===== src/rtl/collatz_sched_pkg.sv =====
// Shared types and default widths for the collatz request scheduler.
package collatz_sched_pkg;

    localparam int unsigned DATA_W        = 32;
    localparam int unsigned CNT_W_DEF     = 16;
    localparam int unsigned MAX_COUNT_DEF = (1 << CNT_W_DEF) - 1;

    typedef enum logic [1:0] {
        IDLE   = 2'd0,
        LAUNCH = 2'd1,
        RUN    = 2'd2,
        RESP   = 2'd3
    } state_e;

endpackage


===== src/rtl/collatz.sv =====
// Collatz iterator: loads n on go, then steps one trajectory term per cycle.
module collatz (
    input  logic        clk,
    input  logic        go,
    input  logic [31:0] n,
    output logic [31:0] dout,
    output logic        done
);

    always_ff @(posedge clk) begin
        if (go) begin
            dout <= n;
        end else if (dout[0]) begin
            dout <= (dout << 1) + dout + 32'd1;
        end else begin
            dout <= dout >> 1;
        end
    end

    assign done = (dout == 32'd1);

endmodule


===== src/rtl/rr_arbiter.sv =====
// Combinational round-robin pick: first requester at or after ptr, cyclically.
module rr_arbiter #(
    parameter int unsigned NREQ = 4
) (
    input  logic [NREQ-1:0]         req,
    input  logic [$clog2(NREQ)-1:0] ptr,
    output logic [NREQ-1:0]         grant,
    output logic [$clog2(NREQ)-1:0] idx
);

    localparam int unsigned ID_W = $clog2(NREQ);

    always_comb begin
        logic        found;
        int unsigned j;
        grant = '0;
        idx   = '0;
        found = 1'b0;
        j     = 0;
        for (int unsigned off = 0; off < NREQ; off++) begin
            j = (32'(ptr) + off) % NREQ;
            if (!found && req[j]) begin
                found    = 1'b1;
                grant[j] = 1'b1;
                idx      = ID_W'(j);
            end
        end
    end

endmodule


===== src/rtl/collatz_sched.sv =====
// Round-robin scheduler sharing one collatz iterator among NREQ requesters;
// returns the trajectory term count per job over a valid/ready response port.
module collatz_sched
    import collatz_sched_pkg::*;
#(
    parameter int unsigned NREQ      = 4,
    parameter int unsigned CNT_W     = CNT_W_DEF,
    parameter int unsigned MAX_COUNT = (1 << CNT_W) - 1
) (
    input  logic                     clk,
    input  logic                     reset,
    input  logic [NREQ-1:0]          req,
    input  logic [NREQ*DATA_W-1:0]   start,
    output logic [NREQ-1:0]          ack,
    output logic                     resp_valid,
    input  logic                     resp_ready,
    output logic [$clog2(NREQ)-1:0]  resp_id,
    output logic [CNT_W-1:0]         resp_count,
    output logic                     resp_err,
    output logic                     busy
);

    localparam int unsigned ID_W = $clog2(NREQ);

    state_e             state_q, state_d;
    logic [ID_W-1:0]    ptr_q, ptr_d;
    logic [ID_W-1:0]    id_q, id_d;
    logic [DATA_W-1:0]  n_q, n_d;
    logic               n_zero_q, n_zero_d;
    logic [CNT_W-1:0]   cnt_q, cnt_d;

    logic [NREQ-1:0]    ack_d;
    logic               resp_valid_d;
    logic [ID_W-1:0]    resp_id_d;
    logic [CNT_W-1:0]   resp_count_d;
    logic               resp_err_d;
    logic               busy_d;

    logic [NREQ-1:0]    grant;
    logic [ID_W-1:0]    grant_idx;
    logic [DATA_W-1:0]  start_sel;
    logic               cgo;
    logic               cdone;
    logic [DATA_W-1:0]  cdout_unused;

    rr_arbiter #(.NREQ(NREQ)) u_arb (
        .req   (req),
        .ptr   (ptr_q),
        .grant (grant),
        .idx   (grant_idx)
    );

    collatz u_iter (
        .clk  (clk),
        .go   (cgo),
        .n    (n_q),
        .dout (cdout_unused),
        .done (cdone)
    );

    assign start_sel = start[32'(grant_idx) * DATA_W +: DATA_W];

    always_ff @(posedge clk) begin
        if (reset) begin
            state_q    <= IDLE;
            ptr_q      <= '0;
            id_q       <= '0;
            n_q        <= '0;
            n_zero_q   <= 1'b0;
            cnt_q      <= '0;
            ack        <= '0;
            resp_valid <= 1'b0;
            resp_id    <= '0;
            resp_count <= '0;
            resp_err   <= 1'b0;
            busy       <= 1'b0;
        end else begin
            state_q    <= state_d;
            ptr_q      <= ptr_d;
            id_q       <= id_d;
            n_q        <= n_d;
            n_zero_q   <= n_zero_d;
            cnt_q      <= cnt_d;
            ack        <= ack_d;
            resp_valid <= resp_valid_d;
            resp_id    <= resp_id_d;
            resp_count <= resp_count_d;
            resp_err   <= resp_err_d;
            busy       <= busy_d;
        end
    end

    // A zero start value still passes through LAUNCH (without cgo) so that
    // its response never shares a cycle with its ack.
    always_comb begin
        state_d      = state_q;
        ptr_d        = ptr_q;
        id_d         = id_q;
        n_d          = n_q;
        n_zero_d     = n_zero_q;
        cnt_d        = cnt_q;
        ack_d        = '0;
        resp_valid_d = resp_valid;
        resp_id_d    = resp_id;
        resp_count_d = resp_count;
        resp_err_d   = resp_err;
        cgo          = 1'b0;

        case (state_q)
            IDLE: begin
                if (|grant) begin
                    id_d     = grant_idx;
                    n_d      = start_sel;
                    n_zero_d = (start_sel == '0);
                    ack_d    = grant;
                    ptr_d    = (grant_idx == ID_W'(NREQ - 1)) ? '0 : grant_idx + 1'b1;
                    state_d  = LAUNCH;
                end
            end
            LAUNCH: begin
                if (n_zero_q) begin
                    resp_valid_d = 1'b1;
                    resp_id_d    = id_q;
                    resp_count_d = '0;
                    resp_err_d   = 1'b1;
                    state_d      = RESP;
                end else begin
                    cgo     = 1'b1;
                    cnt_d   = CNT_W'(1);
                    state_d = RUN;
                end
            end
            RUN: begin
                if (cdone) begin
                    resp_valid_d = 1'b1;
                    resp_id_d    = id_q;
                    resp_count_d = cnt_q;
                    resp_err_d   = 1'b0;
                    state_d      = RESP;
                end else if (cnt_q == CNT_W'(MAX_COUNT)) begin
                    resp_valid_d = 1'b1;
                    resp_id_d    = id_q;
                    resp_count_d = CNT_W'(MAX_COUNT);
                    resp_err_d   = 1'b1;
                    state_d      = RESP;
                end else begin
                    cnt_d = cnt_q + 1'b1;
                end
            end
            RESP: begin
                if (resp_ready) begin
                    resp_valid_d = 1'b0;
                    state_d      = IDLE;
                end
            end
            default: state_d = IDLE;
        endcase

        busy_d = (state_d != IDLE);
    end

endmodule


===== config.mk =====
export PLATFORM = sky130hd
export DESIGN_NAME = collatz_sched
export DESIGN_NICKNAME = d
export VERILOG_FILES = /design/src/rtl/collatz_sched_pkg.sv /design/src/rtl/collatz.sv /design/src/rtl/rr_arbiter.sv /design/src/rtl/collatz_sched.sv
export SDC_FILE = /design/constraint.sdc
export NUM_CORES = 1
export LEC_CHECK = 0
export ABC_AREA = 1
export BUFFER_PORTS_ARGS = -buffer_cell sky130_fd_sc_hd__buf_2
export CAP_MARGIN = 40
export CELL_PAD_IN_SITES_DETAIL_PLACEMENT = 1
export CELL_PAD_IN_SITES_GLOBAL_PLACEMENT = 2
export CORE_MARGIN = 5
export CORE_UTILIZATION = 30
export CTS_CLUSTER_DIAMETER = 120
export DETAILED_ROUTE_END_ITERATION = 12
export HOLD_SLACK_MARGIN = 0.08
export PLACE_DENSITY_LB_ADDON = 0.1
export SYNTH_ARGS = -nofsm -noshare
export SYNTH_HDL_FRONTEND = slang
export SYNTH_HIERARCHICAL = 1
export SYNTH_SLANG_ARGS = --single-unit

===== constraint.sdc =====
create_clock -name clk -period 3.66 [get_ports clk]
set_input_delay 0.366 -clock clk [delete_from_list [all_inputs] [get_ports clk]]
set_output_delay 0.366 -clock clk [all_outputs]
set_load 0.02 [all_outputs]

# [Word-level counts from Yosys, hierarchy flattened]
# Index checks and enable logic that the tools add are counted.
[totals] ff_bits=112 out_inout_bits=25
[classes] n_addsub=7 magnitude_cmp=8 n_eq_ne=12 shift=1 n_mux=57 bitwise=5 n_reduce_logical=21
[ops] op="$shiftx A128 B8 Y32" count=1
[ops] op="$mux W16" count=6
[ops] op="$mux W32" count=2
[ops] op="$pmux W16 S2" count=2
[ops] op="$add A32 B1 Y32 const B" count=1
[ops] op="$add A32 B32 Y32" count=1
[ops] op="$eq A32 B1 Y1 const B" count=1
[ops] op="$logic_not A32 Y1" count=1
[ops] op="$mux W2" count=12
[ops] op="$mux W1" count=19
[ops] op="$add A16 B1 Y16 const B" count=1
[ops] op="$eq A16 B16 Y1 const B" count=1
[ops] op="$mux W4" count=4
[ops] op="$lt A2 B3 Y1 const B" count=4
[ops] op="$or A4 B4 Y4" count=3
[ops] op="$ne A2 B2 Y1 const B" count=5
[ops] op="$bmux W1 S2" count=4
[ops] op="$demux W1 S2" count=4
[ops] op="$ge A2 B1 Y1 const B" count=4
[ops] op="$pmux W2 S4" count=1
[ops] op="$reduce_and A4 Y1" count=2
[ops] op="$logic_and A1 B1 Y1" count=7
[ops] op="$eq A2 B2 Y1 const B" count=3
[ops] op="$add A2 B1 Y2 const B" count=2
[ops] op="15 further kinds" count=20

# [Logic depth before layout (Yosys ltp)]
# Gate-level depths: netlist (run 1).
[logic_depth] ltp_word=16 ltp_mapped=22

# [By module]
# Netlist (run 1), hierarchy kept.
[modules_own_cells] mod="collatz_sched" instances=1 cells_each=697 area_per_inst_um2=4354.2 seq_area_each_um2=1601.5
[modules_own_cells] mod="collatz" instances=1 cells_each=665 area_per_inst_um2=3906.2 seq_area_each_um2=650.6
[modules_own_cells] mod="rr_arbiter" instances=1 cells_each=82 area_per_inst_um2=515.5 seq_area_each_um2=0.0

# [Least setup slack after synthesis (run 1)]
# OpenSTA, ideal clock, no wires.
[synth_path] kind="flip-flop to flip-flop" from="register ptr_q[1]" to="register n_zero_q" arrival_time_ns=2.572 setup_slack_ns=1.018 stages_incl_launch_ff=22 cell_sequence="dfxtp_1 > bufinv_8 > ha_1 > inv_1 > nand3_1 > nand2_1 > nand3_1 > nor2_1 > nor2_1 > nor2_1 > buf_6 > inv_2 > buf_2 > nand2_1 > nand3_1 > nand2_1 > nand2_1 > nor2_1 > nand2_1 > nor2_1 > nand3_1 > a21oi_1"
[synth_via] elab_chain_cells=14
[synth_lines] item="start: declaration" line="collatz_sched.sv:26" source="logic [ID_W-1:0] ptr_q, ptr_d;"
[synth_lines] item="start signal: assignment" line="collatz_sched.sv:79" source="ptr_q <= ptr_d;"
[synth_lines] item="parallel branches: the longest is 11 deep, another holds $add A2 B1 Y2"
[synth_lines] item="$mux W2 (*)" line="rr_arbiter.sv:22" source="if (!found && req[j]) begin"
[synth_lines] item="net grant_idx[0]" line="collatz_sched.sv:40" source="logic [ID_W-1:0] grant_idx;"
[synth_lines] item="$shiftx A128 B8 Y32 (*)" line="collatz_sched.sv:61" source="assign start_sel = start[32'(grant_idx) * DATA_W +: DATA_W];"
[synth_lines] item="$logic_not A32 Y1 (*)" line="collatz_sched.sv:114" source="n_zero_d = (start_sel == '0);"
[synth_lines] item="end signal: assignment" line="collatz_sched.sv:82" source="n_zero_q <= n_zero_d;"
[synth_lines] item="end: declaration" line="collatz_sched.sv:29" source="logic n_zero_q, n_zero_d;"
# Mark *: on every way through the listed nets, which the timed path passes. The select of a mux whose other input is x is not followed.
# A chain may end at the register's enable or synchronous reset.

# [Worst setup path in the final report (run 1)]
# Same ends and word-level chain as after synthesis.

==> run_summary.xml, run 1 <==
<?xml version="1.0" encoding="UTF-8"?>
<metrics>
  <group name="power_and_ir_drop">
    <metric name="power.share.sequential" unit="">0.222</metric>
    <metric name="leakage" unit="uW">0.00535</metric>
    <metric name="netSwitchingPower" unit="uW">4710</metric>
    <metric name="pwr-share-clk" unit="">0.123</metric>
    <metric name="post-layout-total-power" unit="uW">8510</metric>
    <metric name="internal_power" unit="uW">3800</metric>
    <metric name="pwr-share-comb" unit="">0.654</metric>
    <metric name="peakVddDrop" unit="uV">372</metric>
    <metric name="power.density" unit="nW/um2">835</metric>
    <metric name="power.share.switching" unit="">0.554</metric>
  </group>
  <group name="route">
    <metric name="num_vias" unit="">9468</metric>
    <metric name="avgViaCountPerCell" unit="">4.82</metric>
    <metric name="remaining_drc_errors" unit="">0</metric>
    <metric name="routedWlPerCell" unit="um">16.9</metric>
    <metric name="1st_pass_router_iterations" unit="">4</metric>
    <metric name="ant_nets" unit="">0</metric>
    <metric name="finalWirelength" unit="um">33300</metric>
    <metric name="drt_iter0_markers" unit="">431</metric>
  </group>
  <group name="cells_and_area">
    <metric name="drive_gt1_frac" unit="">0.158</metric>
    <metric name="leading_cell_types_in_the_layout_fill_and_taps_excluded" unit="">nand2_1 (497), inv_1 (187), buf_2 (159)</metric>
    <metric name="nets" unit="">1764</metric>
    <metric name="layout.cells.most_common" unit="">nand2_1</metric>
    <metric name="layout-area-overhead-vs-synth" unit="%">16.2</metric>
  </group>
  <group name="clocking">
    <metric name="clkSlewWorstSetupHoldPaths" unit="ns">0.09</metric>
    <metric name="numClockSinks" unit="">112</metric>
    <metric name="cts_hold_buffers" unit="">0</metric>
    <metric name="clk_latency" unit="ns">0.37</metric>
    <metric name="cts-root-to-sink-buffers" unit="">2</metric>
    <metric name="cts_tree" unit="">built</metric>
    <metric name="total_cts_buffers" unit="">9</metric>
    <metric name="cts-htree-levels" unit="">3</metric>
    <metric name="ctsRootBufferMaster" unit="">clkbuf_16</metric>
  </group>
  <group name="synth">
    <metric name="synth_fp_nets" unit="">1634</metric>
    <metric name="mean_post_synth_cell_area" unit="um2">6.08</metric>
    <metric name="synth_cells" unit="">1444</metric>
    <metric name="ys_async_sr_fraction" unit="">0</metric>
    <metric name="dominantRegCellSynth" unit="">dfxtp_1</metric>
    <metric name="synth_cell_types" unit="">51</metric>
    <metric name="ys_seq_elements" unit="">112</metric>
    <metric name="synth_largest_area_cell" unit="">dfxtp_1</metric>
    <metric name="synth_area_leaders" unit="">dfxtp_1 (25%), nand2_1 (21%), inv_1 (8.0%)</metric>
    <metric name="post_synth_top_area_share" unit="">0.253</metric>
    <metric name="seq_area_frac_synth" unit="">0.257</metric>
    <metric name="synth.cell_area" unit="um2">8780</metric>
    <metric name="synth_edf_count" unit="">1</metric>
    <metric name="yosysWarningCount" unit="">6</metric>
  </group>
  <group name="timing">
    <metric name="worst_hold_slack" unit="ns">0.314</metric>
    <metric name="post-route-min-period" unit="ns">3.23</metric>
    <metric name="period_share" unit="">0.884</metric>
    <metric name="tns" unit="ns">0</metric>
    <metric name="tightest_slew" unit="ns">0.600</metric>
    <metric name="skew_final" unit="ns">0.0213</metric>
    <metric name="setup_viol" unit="">0</metric>
    <metric name="unrepaired_setup_endpoints_after_global_routing" unit="">false</metric>
    <metric name="pins_over_slew_limit" unit="">0</metric>
    <metric name="max_freq" unit="MHz">309</metric>
    <metric name="total_count_of_hold_check_failures_in_the_final_report" unit="">0</metric>
    <metric name="max-slew-margin-rel" unit="">0.600</metric>
  </group>
  <group name="hold_path">
    <metric name="hold_path_startpoint" unit="">resp_ready</metric>
    <metric name="worstHoldPathType" unit="">input pin to flop</metric>
  </group>
  <group name="global_route">
    <metric name="number_of_global_route_vias_before_repair" unit="">9857</metric>
    <metric name="grt_first_pass_wirelength" unit="um">53700</metric>
    <metric name="maximum_number_of_pins_on_one_net_before_global_route_repair" unit="">69</metric>
    <metric name="global_route.overflow_total" unit="">0</metric>
    <metric name="antenna_found_initial" unit="">10</metric>
    <metric name="global_route.usage.total" unit="">0.202</metric>
  </group>
  <group name="critical_path">
    <metric name="worst_setup_path_startpoint" unit="">ptr_q[1]</metric>
    <metric name="worstPathCellList" unit="">bufinv_8, ha_1, inv_1, nand3_1, nand2_1, nand3_1, nor2_1, nor2_1, nor2_4, inv_2, buf_12, nand2_1, nand3_1, nand2_1, nand2_1, nor2_1, nand2_1, nor2_1, nand3_1, a21oi_1</metric>
    <metric name="critical_path.max_stage_delay" unit="ns">0.46</metric>
    <metric name="critical_path_required" unit="ns">3.95</metric>
    <metric name="cp-end-kind" unit="">flop</metric>
    <metric name="worst_ep_arrival_time" unit="ns">3.52</metric>
    <metric name="critical_path.most_common_cell" unit="">nand2_1</metric>
    <metric name="critPathLaunchType" unit="">flop</metric>
    <metric name="cp_slowest_cell" unit="">dfxtp_1</metric>
    <metric name="crit-reg2reg-launch" unit="">ptr_q[1]</metric>
    <metric name="criticalPathCategory" unit="">flop to flop</metric>
    <metric name="crit_path_max_fanout" unit="">39</metric>
  </group>
  <group name="flow_run">
    <metric name="maxCapViolations" unit="">0</metric>
  </group>
  <group name="place">
    <metric name="portBuffers" unit="">159</metric>
    <metric name="globalplace.congestion" unit="">0.886</metric>
    <metric name="dp.final_hpwl" unit="um">27500</metric>
  </group>
  <group name="die">
    <metric name="die_height" unit="um">181</metric>
    <metric name="core-area" unit="um2">28800</metric>
    <metric name="starting_density" unit="">0.305</metric>
    <metric name="dieArea" unit="um2">32800</metric>
    <metric name="floorplan.io_pins" unit="">160</metric>
    <metric name="die-width" unit="um">181</metric>
    <metric name="floorplan.rows" unit="">62</metric>
  </group>
  <group name="status">
    <metric name="outcome" unit="">completed</metric>
  </group>
</metrics>
[critical path: cells and delay by family, from the launching register on]
kind                     cells  cell delay, ns
AO/OA/AOI/OAI                1            0.11
adder cells (fa/ha/maj)      1            0.32
buffers and inverters        4            0.83
flip-flops                   1            0.46
AND/OR/NAND/NOR             14            1.43
[flip-flops by register name, indices dropped and copies added, names as in the netlist, named ones only]
register     cells
id_q             2
ptr_q            2
resp_valid       1
busy             1
state_q          2
cnt_q           16
resp_err         1
ack              4
resp_count      16
n_zero_q         1
n_q             32
resp_id          2
u_iter/dout     31
[worst paths after layout]
kind	depth (start not counted)	end	slack [ns]
setup / recovery	20	n_zero_q	0.43
hold / removal	4	state_q[0]	0.31
setup reg to reg	20	n_zero_q	0.43
hold reg to reg	2	resp_count[2]	0.47
[logic make-up (layout without fill, tap and decap cells)]
logic type	count (synthesis)	in the layout	synth area share
AND/OR/NAND/NOR	805	805	0.393
buffers and inverters	251	386	0.123
AO/OA/AOI/OAI	208	208	0.135
flip-flops	112	112	0.257
adder cells (fa/ha/maj)	55	55	0.0793
XOR/XNOR	12	12	0.0120
multiplexers	1	1	0.00128
other	0	2	0
[synth_stat cells (2+ instances only)]
cell type,count
nand2_1,497
inv_1,188
nand3_1,125
nor2_1,113
dfxtp_1,111
a21oi_1,91
o21ai_0,60
ha_1,54
a22oi_1,25
buf_2,23
nand2_2,18
clkbuf_1,17
nand4_1,12
inv_2,7
nor2_2,7
nor3_1,7
nand3_2,6
o21ai_1,6
xnor2_1,6
xor2_1,6
buf_4,5
buf_6,5
o21bai_1,5
a21boi_0,4
a21oi_2,4
o221ai_1,4
and2_1,3
clkbuf_8,3
nand3b_1,3
o21ai_2,3
nand2_4,2
nand2_8,2
nor2_4,2
nor3_2,2
o22a_1,2
[cell type report]
class	count	area [um2]
Clock buffer	9	225
Multi-Input combinational cell	1081	5460
Fill cell	3872	18600
Clock inverter	7	86.3
Antenna cell	2	5.00
Timing Repair Buffer	172	922
Inverter	198	762
Sequential cell	112	2250
Tap cell	384	480
[power by group through the flow]
stage	clock network, uW	registers (uW)	logic (uW)
finish	1050	1890	5570
floorplan	0	1790	4070
CTS	1090	1900	5660
global route	1130	1930	6350
global placement	0	1930	5530
detailed placement	0	1930	5620
[routing by layer]
metal,track usage,vias up,part of all wire
met4,0.0378,16,0.015
met1,0.275,4379,0.48
met3,0.0412,43,0.041
met5,0,-,0.0035
met2,0.336,173,0.46
li1,-,4857,-
[what timing repair did]
item	in CTS	in global routing
gates resized for setup	0	1
buffers inserted	0	0
setup endpoints to repair	0	1
[per-stage QoR]
| stage | cell area [um2] | setup slack, ns | instances | util |
|---|---|---|---|---|
| after floorplan | 8780 | 1.02 | 1444 | - |
| after global placement | 9850 | 0.287 | 1946 | 0.342 |
| after detailed placement | 9870 | 0.231 | 1947 | 0.343 |
| after CTS | 10200 | 0.198 | 1963 | 0.354 |
| after global routing | 10200 | 0.0936 | 1965 | 0.354 |
| final | 10200 | 0.425 | 1965 | 0.354 |
Note: power is estimated with default switching activity, not from simulation.
==> run 2, diff against run 1 <==
Settings changed: GPL_TIMING_DRIVEN set to 0.
==> run_summary.xml, run 2 (synthesis gave the netlist of run 1 again) <==
<?xml version="1.0" encoding="UTF-8"?>
<metrics>
  <group name="status">
    <metric name="outcome" unit="">completed</metric>
  </group>
  <group name="power_and_ir_drop">
    <metric name="netSwitchingPower" unit="uW">4940</metric>
    <metric name="internal_power" unit="uW">3910</metric>
    <metric name="leakage" unit="uW">0.00546</metric>
    <metric name="power.share.sequential" unit="">0.212</metric>
    <metric name="peakVddDrop" unit="uV">368</metric>
    <metric name="pwr-share-clk" unit="">0.113</metric>
    <metric name="pwr-share-comb" unit="">0.675</metric>
    <metric name="power.share.switching" unit="">0.558</metric>
    <metric name="power.density" unit="nW/um2">856</metric>
  </group>
  <group name="cells_and_area">
    <metric name="nets" unit="">1803</metric>
    <metric name="drive_gt1_frac" unit="">0.167</metric>
    <metric name="final_design_area_no_fill" unit="um2">10300</metric>
    <metric name="largest-register" unit="">n_q</metric>
    <metric name="largest_register_ffs" unit="">32</metric>
    <metric name="fillCellCount" unit="">3879</metric>
    <metric name="layout-area-overhead-vs-synth" unit="%">17.9</metric>
    <metric name="largest_registers" unit="">n_q x32, u_iter/dout x31</metric>
    <metric name="layout.cells.most_common" unit="">nand2_1</metric>
    <metric name="layout.cells.non_filler" unit="">2002</metric>
    <metric name="leading_cell_types_in_the_layout_fill_and_taps_excluded" unit="">nand2_1 (497), inv_1 (188), buf_2 (181)</metric>
    <metric name="insertedDiodeCount" unit="">0</metric>
  </group>
  <group name="clocking">
    <metric name="total_cts_buffers" unit="">9</metric>
    <metric name="cts_tree" unit="">built</metric>
    <metric name="cts-htree-levels" unit="">3</metric>
    <metric name="clkSlewWorstSetupHoldPaths" unit="ns">0.08</metric>
    <metric name="numClockSinks" unit="">112</metric>
    <metric name="cts_hold_buffers" unit="">0</metric>
    <metric name="clk_latency" unit="ns">0.36</metric>
    <metric name="ctsRootBufferMaster" unit="">clkbuf_16</metric>
    <metric name="cts-root-to-sink-buffers" unit="">2</metric>
  </group>
  <group name="timing">
    <metric name="total_count_of_hold_check_failures_in_the_final_report" unit="">0</metric>
    <metric name="tightest_slew" unit="ns">0.574</metric>
    <metric name="skew_final" unit="ns">0.0133</metric>
    <metric name="pins_over_slew_limit" unit="">0</metric>
    <metric name="timing.final.ws_setup" unit="ns">0.263</metric>
    <metric name="max_freq" unit="MHz">294</metric>
    <metric name="setup_viol" unit="">0</metric>
    <metric name="unrepaired_setup_endpoints_after_global_routing" unit="">false</metric>
    <metric name="tns" unit="ns">0</metric>
    <metric name="max-slew-margin-rel" unit="">0.617</metric>
    <metric name="post-route-min-period" unit="ns">3.40</metric>
    <metric name="period_share" unit="">0.928</metric>
  </group>
  <group name="route">
    <metric name="remaining_drc_errors" unit="">0</metric>
    <metric name="1st_pass_router_iterations" unit="">4</metric>
    <metric name="ant_nets" unit="">0</metric>
    <metric name="num_vias" unit="">9580</metric>
    <metric name="drt_iter0_markers" unit="">448</metric>
    <metric name="routedWlPerCell" unit="um">16.9</metric>
    <metric name="finalWirelength" unit="um">33900</metric>
    <metric name="avgViaCountPerCell" unit="">4.79</metric>
  </group>
  <group name="place">
    <metric name="portBuffers" unit="">158</metric>
    <metric name="dp.final_hpwl" unit="um">29000</metric>
    <metric name="placed_cells" unit="">1986</metric>
    <metric name="globalplace.congestion" unit="">0.879</metric>
    <metric name="placed_area" unit="um2">10000</metric>
    <metric name="placement.setup.worst_slack" unit="ns">0.189</metric>
  </group>
  <group name="critical_path">
    <metric name="criticalPathCategory" unit="">flop to flop</metric>
    <metric name="critPathLaunchType" unit="">flop</metric>
    <metric name="cp.buffers_inverters" unit="">5</metric>
    <metric name="crit_path_max_fanout" unit="">12</metric>
    <metric name="r2r_cells" unit="">20</metric>
    <metric name="cp_slowest_cell" unit="">dfxtp_1</metric>
    <metric name="critical_path_required" unit="ns">3.95</metric>
    <metric name="cp-end-kind" unit="">flop</metric>
    <metric name="cell_class_contributing_the_biggest_share_of_worst_path_delay" unit="">simple AND/OR/NAND/NOR gates</metric>
    <metric name="worstSetupPathDepth" unit="">20</metric>
    <metric name="critical_path.max_stage_delay" unit="ns">0.43</metric>
    <metric name="worst_ep_arrival_time" unit="ns">3.69</metric>
    <metric name="worstPathCellList" unit="">buf_6, inv_6, ha_1, inv_1, nand3_1, nand2_1, nand3_1, nor2_1, nand2_1, nand3_1, buf_2, buf_2, nand3_1, nand2_1, nand2_1, nor2_1, nand2_1, nor2_1, nand3_1, a21oi_1</metric>
  </group>
  <group name="die">
    <metric name="die-width" unit="um">181</metric>
    <metric name="dieArea" unit="um2">32800</metric>
    <metric name="floorplan.rows" unit="">62</metric>
    <metric name="die_height" unit="um">181</metric>
    <metric name="starting_density" unit="">0.305</metric>
    <metric name="floorplan.io_pins" unit="">160</metric>
    <metric name="core-area" unit="um2">28800</metric>
  </group>
  <group name="global_route">
    <metric name="antenna_found_initial" unit="">1</metric>
    <metric name="maximum_number_of_pins_on_one_net_before_global_route_repair" unit="">22</metric>
    <metric name="number_of_global_route_vias_before_repair" unit="">9811</metric>
    <metric name="global_route.usage.total" unit="">0.205</metric>
    <metric name="grt_first_pass_wirelength" unit="um">54000</metric>
    <metric name="global_route.overflow_total" unit="">0</metric>
  </group>
  <group name="hold_path">
    <metric name="worstHoldPathType" unit="">input pin to flop</metric>
    <metric name="timing.hold.worst_path_depth" unit="">4</metric>
  </group>
  <group name="flow_run">
    <metric name="maxCapViolations" unit="">0</metric>
  </group>
</metrics>
[run 2: changes by cell type in the layout (fill, tap and decap cells not counted), moves of 3 or more]
cell and delta:
buf_2 +22, clkbuf_1 +17, buf_4 -5, buf_6 +4
clkbuf_8 +3
[run 2: per-layer routing]
layer / GRT usage / up-vias / wire length [um]
met2: 0.352 / 157 / 15900
met5: 0 / - / 7
met4: 0.0318 / 2 / 248
met3: 0.0320 / 17 / 1150
met1: 0.277 / 4470 / 16600
li1: - / 4934 / -
[run 2: layout make-up]
class	count	area [um2]	area share
multi-input cells	1081	5450	0.527
plain buffers	53	314	0.0303
clock buffers	9	225	0.0218
inverters	198	762	0.0736
repair buffers	158	791	0.0764
clock inverters	7	73.8	0.00713
flip-flops and latches	112	2250	0.218
well taps	384	480	0.0464
[run 2: tightest hold or removal path: cells and delay by family]
family	cells	cell delay [ns]
simple gates	2	0.14
buf+inv	1	0.10
compound gates	1	0.06
[run 2: power by group through the flow]
stage          registers [uW]  clock network, uW  logic, uW
2_1_floorplan            1790                  0       4070
3_3_place_gp             1920                  0       5960
3_5_place_dp             1920                  0       6010
4_1_cts                  1890               1040       6050
5_1_grt                  1930               1090       6720
6_report                 1880               1000       5980
[run 2: path summary, 6_finish.rpt]
path / slack, ns / to / start
hold / removal: 0.35 / state_q[0] / resp_ready
hold reg to reg: 0.46 / resp_count[2] / resp_count[2]
setup reg to reg: 0.26 / n_zero_q / ptr_q[0]
setup / recovery: 0.26 / n_zero_q / ptr_q[0]
[run 2: repair_timing]
action                                 CTS  global route
setup endpoints to repair                0             1
resized for setup                        0             2
setup buffers                            0             0
endpoints found under the hold margin    0             0
[run 2: through the flow]
step,power [uW],utilization,hold WS [ns]
after floorplan,5860,-,0.421
after global placement,7880,0.349,0.447
after detailed placement,7930,0.349,0.456
after CTS,8980,0.359,0.336
after global routing,9730,0.360,0.373
final,8860,0.360,0.349
